<file path="config.mk">
export PLATFORM = sky130hd
export DESIGN_NAME = riscv_hart
export DESIGN_NICKNAME = d
export VERILOG_FILES = /design/src/rtl/riscv_hart.sv
export SDC_FILE = /design/constraint.sdc
export NUM_CORES = 2
export LEC_CHECK = 0
export CAP_MARGIN = 20
export CELL_PAD_IN_SITES_DETAIL_PLACEMENT = 0
export CELL_PAD_IN_SITES_GLOBAL_PLACEMENT = 1
export CORE_MARGIN = 8
export CORE_UTILIZATION = 45
export DETAILED_ROUTE_END_ITERATION = 16
export PLACE_DENSITY_LB_ADDON = 0.08
export RECOVER_POWER = 25
export SLEW_MARGIN = 40
export SYNTH_ARGS = -nofsm -noshare
export SYNTH_HDL_FRONTEND = slang
export SYNTH_SLANG_ARGS = --single-unit
</file>
<file path="constraint.sdc">
create_clock -name clk -period 93.6 [get_ports clk]
set_clock_uncertainty 0.1 [all_clocks]
set_input_delay 14.04 -clock clk [delete_from_list [all_inputs] [get_ports clk]]
set_output_delay 14.04 -clock clk [all_outputs]
set_load 0.02 [all_outputs]
</file>
<file path="src/rtl/riscv_hart.sv">
// RV32I integer subset hart: combinational decode/execute on the fetched word,
// then EX/MEM and MEM/WB registers; no interlocks, software spaces dependencies.
module riscv_hart #(
    parameter int XLEN   = 32,
    parameter int AWIDTH = 32
) (
    input  logic              clk,
    input  logic              rst,
    input  logic [31:0]       instruction,
    output logic [AWIDTH-1:0] pc,
    output logic [AWIDTH-1:0] mem_addr,
    output logic [XLEN-1:0]   mem_data,
    output logic              mem_write,
    input  logic [XLEN-1:0]   mem_read
);

    typedef enum logic [3:0] {
        ALU_ADD, ALU_SUB, ALU_SLL, ALU_SLT, ALU_SLTU,
        ALU_XOR, ALU_SRL, ALU_SRA, ALU_OR, ALU_AND
    } alu_op_t;

    localparam logic [6:0] OPC_OP_IMM = 7'b0010011;
    localparam logic [6:0] OPC_OP     = 7'b0110011;
    localparam logic [6:0] OPC_LUI    = 7'b0110111;
    localparam logic [6:0] OPC_AUIPC  = 7'b0010111;
    localparam logic [6:0] OPC_LOAD   = 7'b0000011;
    localparam logic [6:0] OPC_STORE  = 7'b0100011;

    logic [AWIDTH-1:0] pc_prev;
    logic              fetch_vld;
    logic [XLEN-1:0]   regs [32];

    logic [6:0]      opcode, funct7;
    logic [4:0]      rd, rs1, rs2, shamt;
    logic [2:0]      funct3;
    logic [XLEN-1:0] rs1_val, rs2_val, imm_i, imm_s, imm_u;
    logic [XLEN-1:0] op_a, op_b, alu_y;
    alu_op_t         alu_op;
    logic            dec_wen, dec_ld, dec_st;

    logic [XLEN-1:0] ex_result, ex_store_data;
    logic [4:0]      ex_rd;
    logic            ex_wen, ex_ld, ex_st;
    logic [XLEN-1:0] wb_result;
    logic [4:0]      wb_rd;
    logic            wb_wen, wb_ld;

    assign opcode = instruction[6:0];
    assign rd     = instruction[11:7];
    assign funct3 = instruction[14:12];
    assign rs1    = instruction[19:15];
    assign rs2    = instruction[24:20];
    assign funct7 = instruction[31:25];

    assign imm_i = XLEN'($signed(instruction[31:20]));
    assign imm_s = XLEN'($signed({instruction[31:25], instruction[11:7]}));
    assign imm_u = XLEN'($signed({instruction[31:12], 12'b0}));

    assign rs1_val = (rs1 == 5'd0) ? '0 : regs[rs1];
    assign rs2_val = (rs2 == 5'd0) ? '0 : regs[rs2];

    always_comb begin
        op_a    = rs1_val;
        op_b    = imm_i;
        alu_op  = ALU_ADD;
        dec_wen = 1'b0;
        dec_ld  = 1'b0;
        dec_st  = 1'b0;
        case (opcode)
            OPC_OP_IMM: begin
                dec_wen = 1'b1;
                case (funct3)
                    3'b010:  alu_op = ALU_SLT;
                    3'b011:  alu_op = ALU_SLTU;
                    3'b100:  alu_op = ALU_XOR;
                    3'b110:  alu_op = ALU_OR;
                    3'b111:  alu_op = ALU_AND;
                    3'b001: begin
                        alu_op  = ALU_SLL;
                        dec_wen = (funct7 == 7'b0000000);
                    end
                    3'b101: begin
                        alu_op  = funct7[5] ? ALU_SRA : ALU_SRL;
                        dec_wen = (funct7 == 7'b0000000) || (funct7 == 7'b0100000);
                    end
                    default: alu_op = ALU_ADD;
                endcase
            end
            OPC_OP: begin
                op_b    = rs2_val;
                dec_wen = 1'b1;
                case ({funct7, funct3})
                    {7'h00, 3'b000}: alu_op = ALU_ADD;
                    {7'h20, 3'b000}: alu_op = ALU_SUB;
                    {7'h00, 3'b001}: alu_op = ALU_SLL;
                    {7'h00, 3'b010}: alu_op = ALU_SLT;
                    {7'h00, 3'b011}: alu_op = ALU_SLTU;
                    {7'h00, 3'b100}: alu_op = ALU_XOR;
                    {7'h00, 3'b101}: alu_op = ALU_SRL;
                    {7'h20, 3'b101}: alu_op = ALU_SRA;
                    {7'h00, 3'b110}: alu_op = ALU_OR;
                    {7'h00, 3'b111}: alu_op = ALU_AND;
                    default:         dec_wen = 1'b0;
                endcase
            end
            OPC_LUI: begin
                op_a    = '0;
                op_b    = imm_u;
                dec_wen = 1'b1;
            end
            OPC_AUIPC: begin
                op_a    = XLEN'(pc_prev);
                op_b    = imm_u;
                dec_wen = 1'b1;
            end
            OPC_LOAD: begin
                dec_wen = (funct3 == 3'b010);
                dec_ld  = (funct3 == 3'b010);
            end
            OPC_STORE: begin
                op_b   = imm_s;
                dec_st = (funct3 == 3'b010);
            end
            default: dec_wen = 1'b0;
        endcase
        // The word on the bus during reset is not a fetched instruction
        if (!fetch_vld) begin
            dec_wen = 1'b0;
            dec_ld  = 1'b0;
            dec_st  = 1'b0;
        end
        if (rd == 5'd0) dec_wen = 1'b0;
    end

    always_comb begin
        shamt = op_b[4:0];
        alu_y = '0;
        case (alu_op)
            ALU_ADD:  alu_y = op_a + op_b;
            ALU_SUB:  alu_y = op_a - op_b;
            ALU_SLL:  alu_y = op_a << shamt;
            ALU_SLT:  alu_y = {{(XLEN-1){1'b0}}, $signed(op_a) < $signed(op_b)};
            ALU_SLTU: alu_y = {{(XLEN-1){1'b0}}, op_a < op_b};
            ALU_XOR:  alu_y = op_a ^ op_b;
            ALU_SRL:  alu_y = op_a >> shamt;
            ALU_SRA:  alu_y = $unsigned($signed(op_a) >>> shamt);
            ALU_OR:   alu_y = op_a | op_b;
            ALU_AND:  alu_y = op_a & op_b;
            default:  alu_y = '0;
        endcase
    end

    always_ff @(posedge clk or posedge rst) begin
        if (rst) begin
            pc        <= '0;
            pc_prev   <= '0;
            fetch_vld <= 1'b0;
        end else begin
            pc        <= pc + AWIDTH'(4);
            pc_prev   <= pc;
            fetch_vld <= 1'b1;
        end
    end

    always_ff @(posedge clk or posedge rst) begin
        if (rst) begin
            ex_result     <= '0;
            ex_store_data <= '0;
            ex_rd         <= '0;
            ex_wen        <= 1'b0;
            ex_ld         <= 1'b0;
            ex_st         <= 1'b0;
            wb_result     <= '0;
            wb_rd         <= '0;
            wb_wen        <= 1'b0;
            wb_ld         <= 1'b0;
        end else begin
            ex_result     <= alu_y;
            ex_store_data <= rs2_val;
            ex_rd         <= rd;
            ex_wen        <= dec_wen;
            ex_ld         <= dec_ld;
            ex_st         <= dec_st;
            wb_result     <= ex_result;
            wb_rd         <= ex_rd;
            wb_wen        <= ex_wen;
            wb_ld         <= ex_ld;
        end
    end

    assign mem_addr  = AWIDTH'(ex_result);
    assign mem_data  = ex_store_data;
    assign mem_write = ex_st;

    always_ff @(posedge clk or posedge rst) begin
        if (rst) begin
            for (int k = 0; k < 32; k++) regs[k] <= '0;
        end else if (wb_wen) begin
            regs[wb_rd] <= wb_ld ? mem_read : wb_result;
        end
    end

endmodule

</file>
==> reports/results.tsv <==
stage	metric	value	unit
synthesis	synth_area_leaders	dfrtp_1, mux4_2, a21oi_1	
routing	wire_per_inst	34.9	um
worst_setup_path	r2r-start	regs[36]$_DFFE_PP0P_	
routing	ant_nets	0	
finish	filler_cell_count	13553	
clock_tree	clk_path_buf_depth	3	
clock_tree	cts_setup_buffers	0	
sta	worst_pin_slew	4.25	ns
worst_setup_path	ff2ff_path_depth	17	
synthesis	ys_types	100	
sta	maxSlewHeadroom	-1.83	
sta	layout_setup_ws	73.03	ns
power_and_ir_drop	p_total	1400	uW
synthesis	synth_top_area_frac	0.443	
synthesis	ys_seq_area_frac	0.443	
sta	finalMaxSlewViolations	862	
worst_setup_path	setup.worst_path.end_class	flip-flop	
sta	whs	0.250	ns
finish	seqCellArea	0.0299	mm^2
synthesis	ys_seq_elements	1196	
floorplanning	design.core.area	0.149	mm^2
grt	grt_max_degree	149	
hold_path	hold-path-endpoint	wb_rd[4]$_DFF_PP0_	
clock_tree	cts_resized	0	
clock_tree	ctsHoldBuffers	0	
finish	drive_gt1_frac	0.171	
grt	antenna_found_initial	18	
floorplanning	start_util	0.452	
finish	syn_to_final_growth	12.9	%
power_and_ir_drop	cellLeakagePower	0.0298	uW
worst_setup_path	cpMostUsedCell	a211oi_1	
clock_tree	cts_sinks	1196	
worst_setup_path	critical-path-max-stage-delay	0.69	ns
worst_setup_path	crit_required	94.15	ns
grt	grtUsageTotal	0.355	
routing	first_pass_iters	6	
finish	mostFrequentLayoutCell	dfrtp_1	
worst_setup_path	startpoint_type	primary input	
routing	drt_iter0_markers	5633	
hold_path	min_path_cells	0	
routing	routed_wl	292	mm
run_status	violations	max-capacitance violations, max-slew violations	
sta	period_minus_slack	20.57	ns
synthesis	netlist_instances	6360	
hold_path	min_from	ex_rd[4]$_DFF_PP0_	
clock_tree	clock_latency	0.81	ns
place	place_ws	72.12	ns
place	gp_congestion	1.04	
clock_tree	numCtsBuffers	140	
power_and_ir_drop	ir_drop	0.0000189	V
clock_tree	clock-root-buffer	clkbuf_16	
sta	rsz0062_at_grt	no	
grt	gr-total-overflow	0	
sta	fin_crit_sh	0.220	
routing	vias	54509	
sta	finalSetupViolations	0	
hold_path	holdCritPathClass	reg2reg	
worst_setup_path	crit_chain	buf_8 > buf_12 > buf_6 > mux4_2 > mux4_2 > mux2i_1 > nor2_1 > a221o_1 > ha_1 > inv_1 > a2111oi_0 > or4b_2 > o211ai_1 > o21ai_0 > a211oi_1 > a211oi_1 > a211oi_1 > xnor2_1 > o211ai_1	
worst_setup_path	crit_slowest_cell	or4b_2	
worst_setup_path	worst_r2r_endpoint	mem_addr[26]$_DFF_PP0_	
floorplanning	die-area	0.163	mm^2
clock_tree	cts_tree	yes	
worst_setup_path	critPathKind	in2reg	
clock_tree	htree_levels	4	
worst_setup_path	arrival	21.12	ns
clock_tree	clk_pin_slew_worst_paths	0.06	ns
synthesis	syn_avg_cell_area	10.6	um^2
routing	drc	0	
sta	fmax	48.6	MHz
finish	fin_nets	6424	
floorplanning	dieHeight	403	um
floorplanning	ios	163	
run_status	outcome	finished, violations left	
synthesis	synth_flop_cell	dfrtp_1	
sta	tns	0	ns
routing	viasPerCell	6.50	
finish	final_cell_mix	dfrtp_1, nand2_1, nor2_1	
synthesis	synthArstFlopShare	1.00	
synthesis	ys_warn_count	0	
synthesis	synth_edf_count	0	
finish	post-route-util	0.510	
power_and_ir_drop	power_density	18.4	mW/mm^2
place	dp_hpwl	193	mm
finish	multi_input_comb_area	0.0352	mm^2
floorplanning	std_cell_rows	142	
synthesis	netlist_area	0.0675	mm^2
job	maxCapViolations	25	
synthesis	synth_top_cell_by_area	dfrtp_1	
worst_setup_path	worst-r2r-setup-slack	87.43	ns
floorplanning	die_w	403	um
grt	grt_pass1_wl	415	mm
grt	grt_pass1_vias	53473	
worst_setup_path	worst-path-max-fanout	104	
sta	hold_viol	0	
place	port_buffers	160	
[how the worst max path moves through the flow]
stage | from | end | slack, ns | cells past startpoint
after floorplan | rst | ex_ld$_DFF_PP0_ | 45.77 | 1
after detailed placement | instruction[20] | mem_addr[18]$_DFF_PP0_ | 72.12 | 19
after global placement | instruction[21] | mem_addr[18]$_DFF_PP0_ | 72.17 | 19
final | instruction[21] | mem_addr[18]$_DFF_PP0_ | 73.03 | 19
after global routing | rst | regs[601]$_DFFE_PP0P_ | 72.28 | 9
after CTS | instruction[20] | mem_addr[18]$_DFF_PP0_ | 72.96 | 19
[state kept, by name, indices dropped and copies added (netlist names), 5 cells and up]
signal / cells
ex_rd: 5
mem_addr: 32
mem_data: 32
pc: 30
pc_prev: 30
regs: 1024
wb_rd: 5
wb_result: 32
[critical path: cells and delay by family]
| family | cells | cell delay, ns |
|---|---|---|
| compound gates | 8 | 2.30 |
| buf+inv | 4 | 1.91 |
| mux | 3 | 1.12 |
| simple gates | 2 | 0.80 |
| fa+ha+maj | 1 | 0.52 |
| xor+xnor | 1 | 0.16 |
[report_power, final]
| part | total, uW | internal, uW | leakage (uW) | switching [uW] |
|---|---|---|---|---|
| logic | 271 | 81.0 | 0.0163 | 190 |
| clock network | 578 | 342 | 0.00239 | 236 |
| registers | 555 | 536 | 0.0111 | 19.5 |
| total | 1400 | 959 | 0.0298 | 445 |
[area by class of cell]
cell class / instances / area share
Tap cell: 2016 / 0.0331
Sequential cell: 1196 / 0.393
Clock inverter: 37 / 0.00683
Clock buffer: 217 / 0.0570
Timing Repair Buffer: 357 / 0.0435
Antenna cell: 4 / 0.000131
Inverter: 99 / 0.00493
Multi-Input combinational cell: 4462 / 0.462
[synth_stat cells, drive strengths merged (10+ instances only)]
| cell | instances |
|---|---|
| a211o | 64 |
| a211oi | 37 |
| a21o | 15 |
| a21oi | 623 |
| a221o | 23 |
| a221oi | 19 |
| a22o | 57 |
| a22oi | 31 |
| a31oi | 20 |
| a32o | 16 |
| a32oi | 19 |
| and2 | 10 |
| and3 | 24 |
| buf | 156 |
| clkbuf | 448 |
| dfrtp | 1196 |
| ha | 100 |
| inv | 98 |
| mux2 | 24 |
| mux2i | 301 |
| mux4 | 510 |
| nand2 | 719 |
| nand2b | 18 |
| nand3 | 61 |
| nand3b | 10 |
| nand4 | 21 |
| nor2 | 690 |
| nor2b | 31 |
| nor3 | 40 |
| nor3b | 11 |
| nor4 | 12 |
| o211ai | 38 |
| o21a | 11 |
| o21ai | 608 |
| o21bai | 13 |
| o221ai | 62 |
| o22ai | 19 |
| o31ai | 16 |
| or3 | 15 |
| xnor2 | 43 |
| xor2 | 12 |
[per-layer routing]
| layer | routed length (um) | track usage |
|---|---|---|
| met5 | 112 | 0 |
| met4 | 21200 | 0.204 |
| met3 | 22300 | 0.0678 |
| met2 | 131000 | 0.545 |
| met1 | 118000 | 0.472 |
[cells by family (layout without fill, tap and decap cells)]
logic type                 Yosys count  after routing  synth area share
buffers and inverters              703            710            0.0452
other                                2              7          0.000111
xor gates and xnor gates            55             55           0.00714
muxes                              835            835             0.219
and+or+nand+nor                   1692           1692             0.105
adders and majority gates          103            103            0.0193
AOI/OAI and AO/OA                 1774           1774             0.161
DFF                               1196           1196             0.443
[stage by stage]
| step | instance area, um^2 | std cells |
|---|---|---|
| after floorplan | 67500 | 6361 |
| after global placement | 70900 | 8111 |
| after detailed placement | 71300 | 8125 |
| after CTS | 76200 | 8379 |
| after global routing | 76200 | 8384 |
| final | 76200 | 8388 |
(Power assumes the default switching activity.)
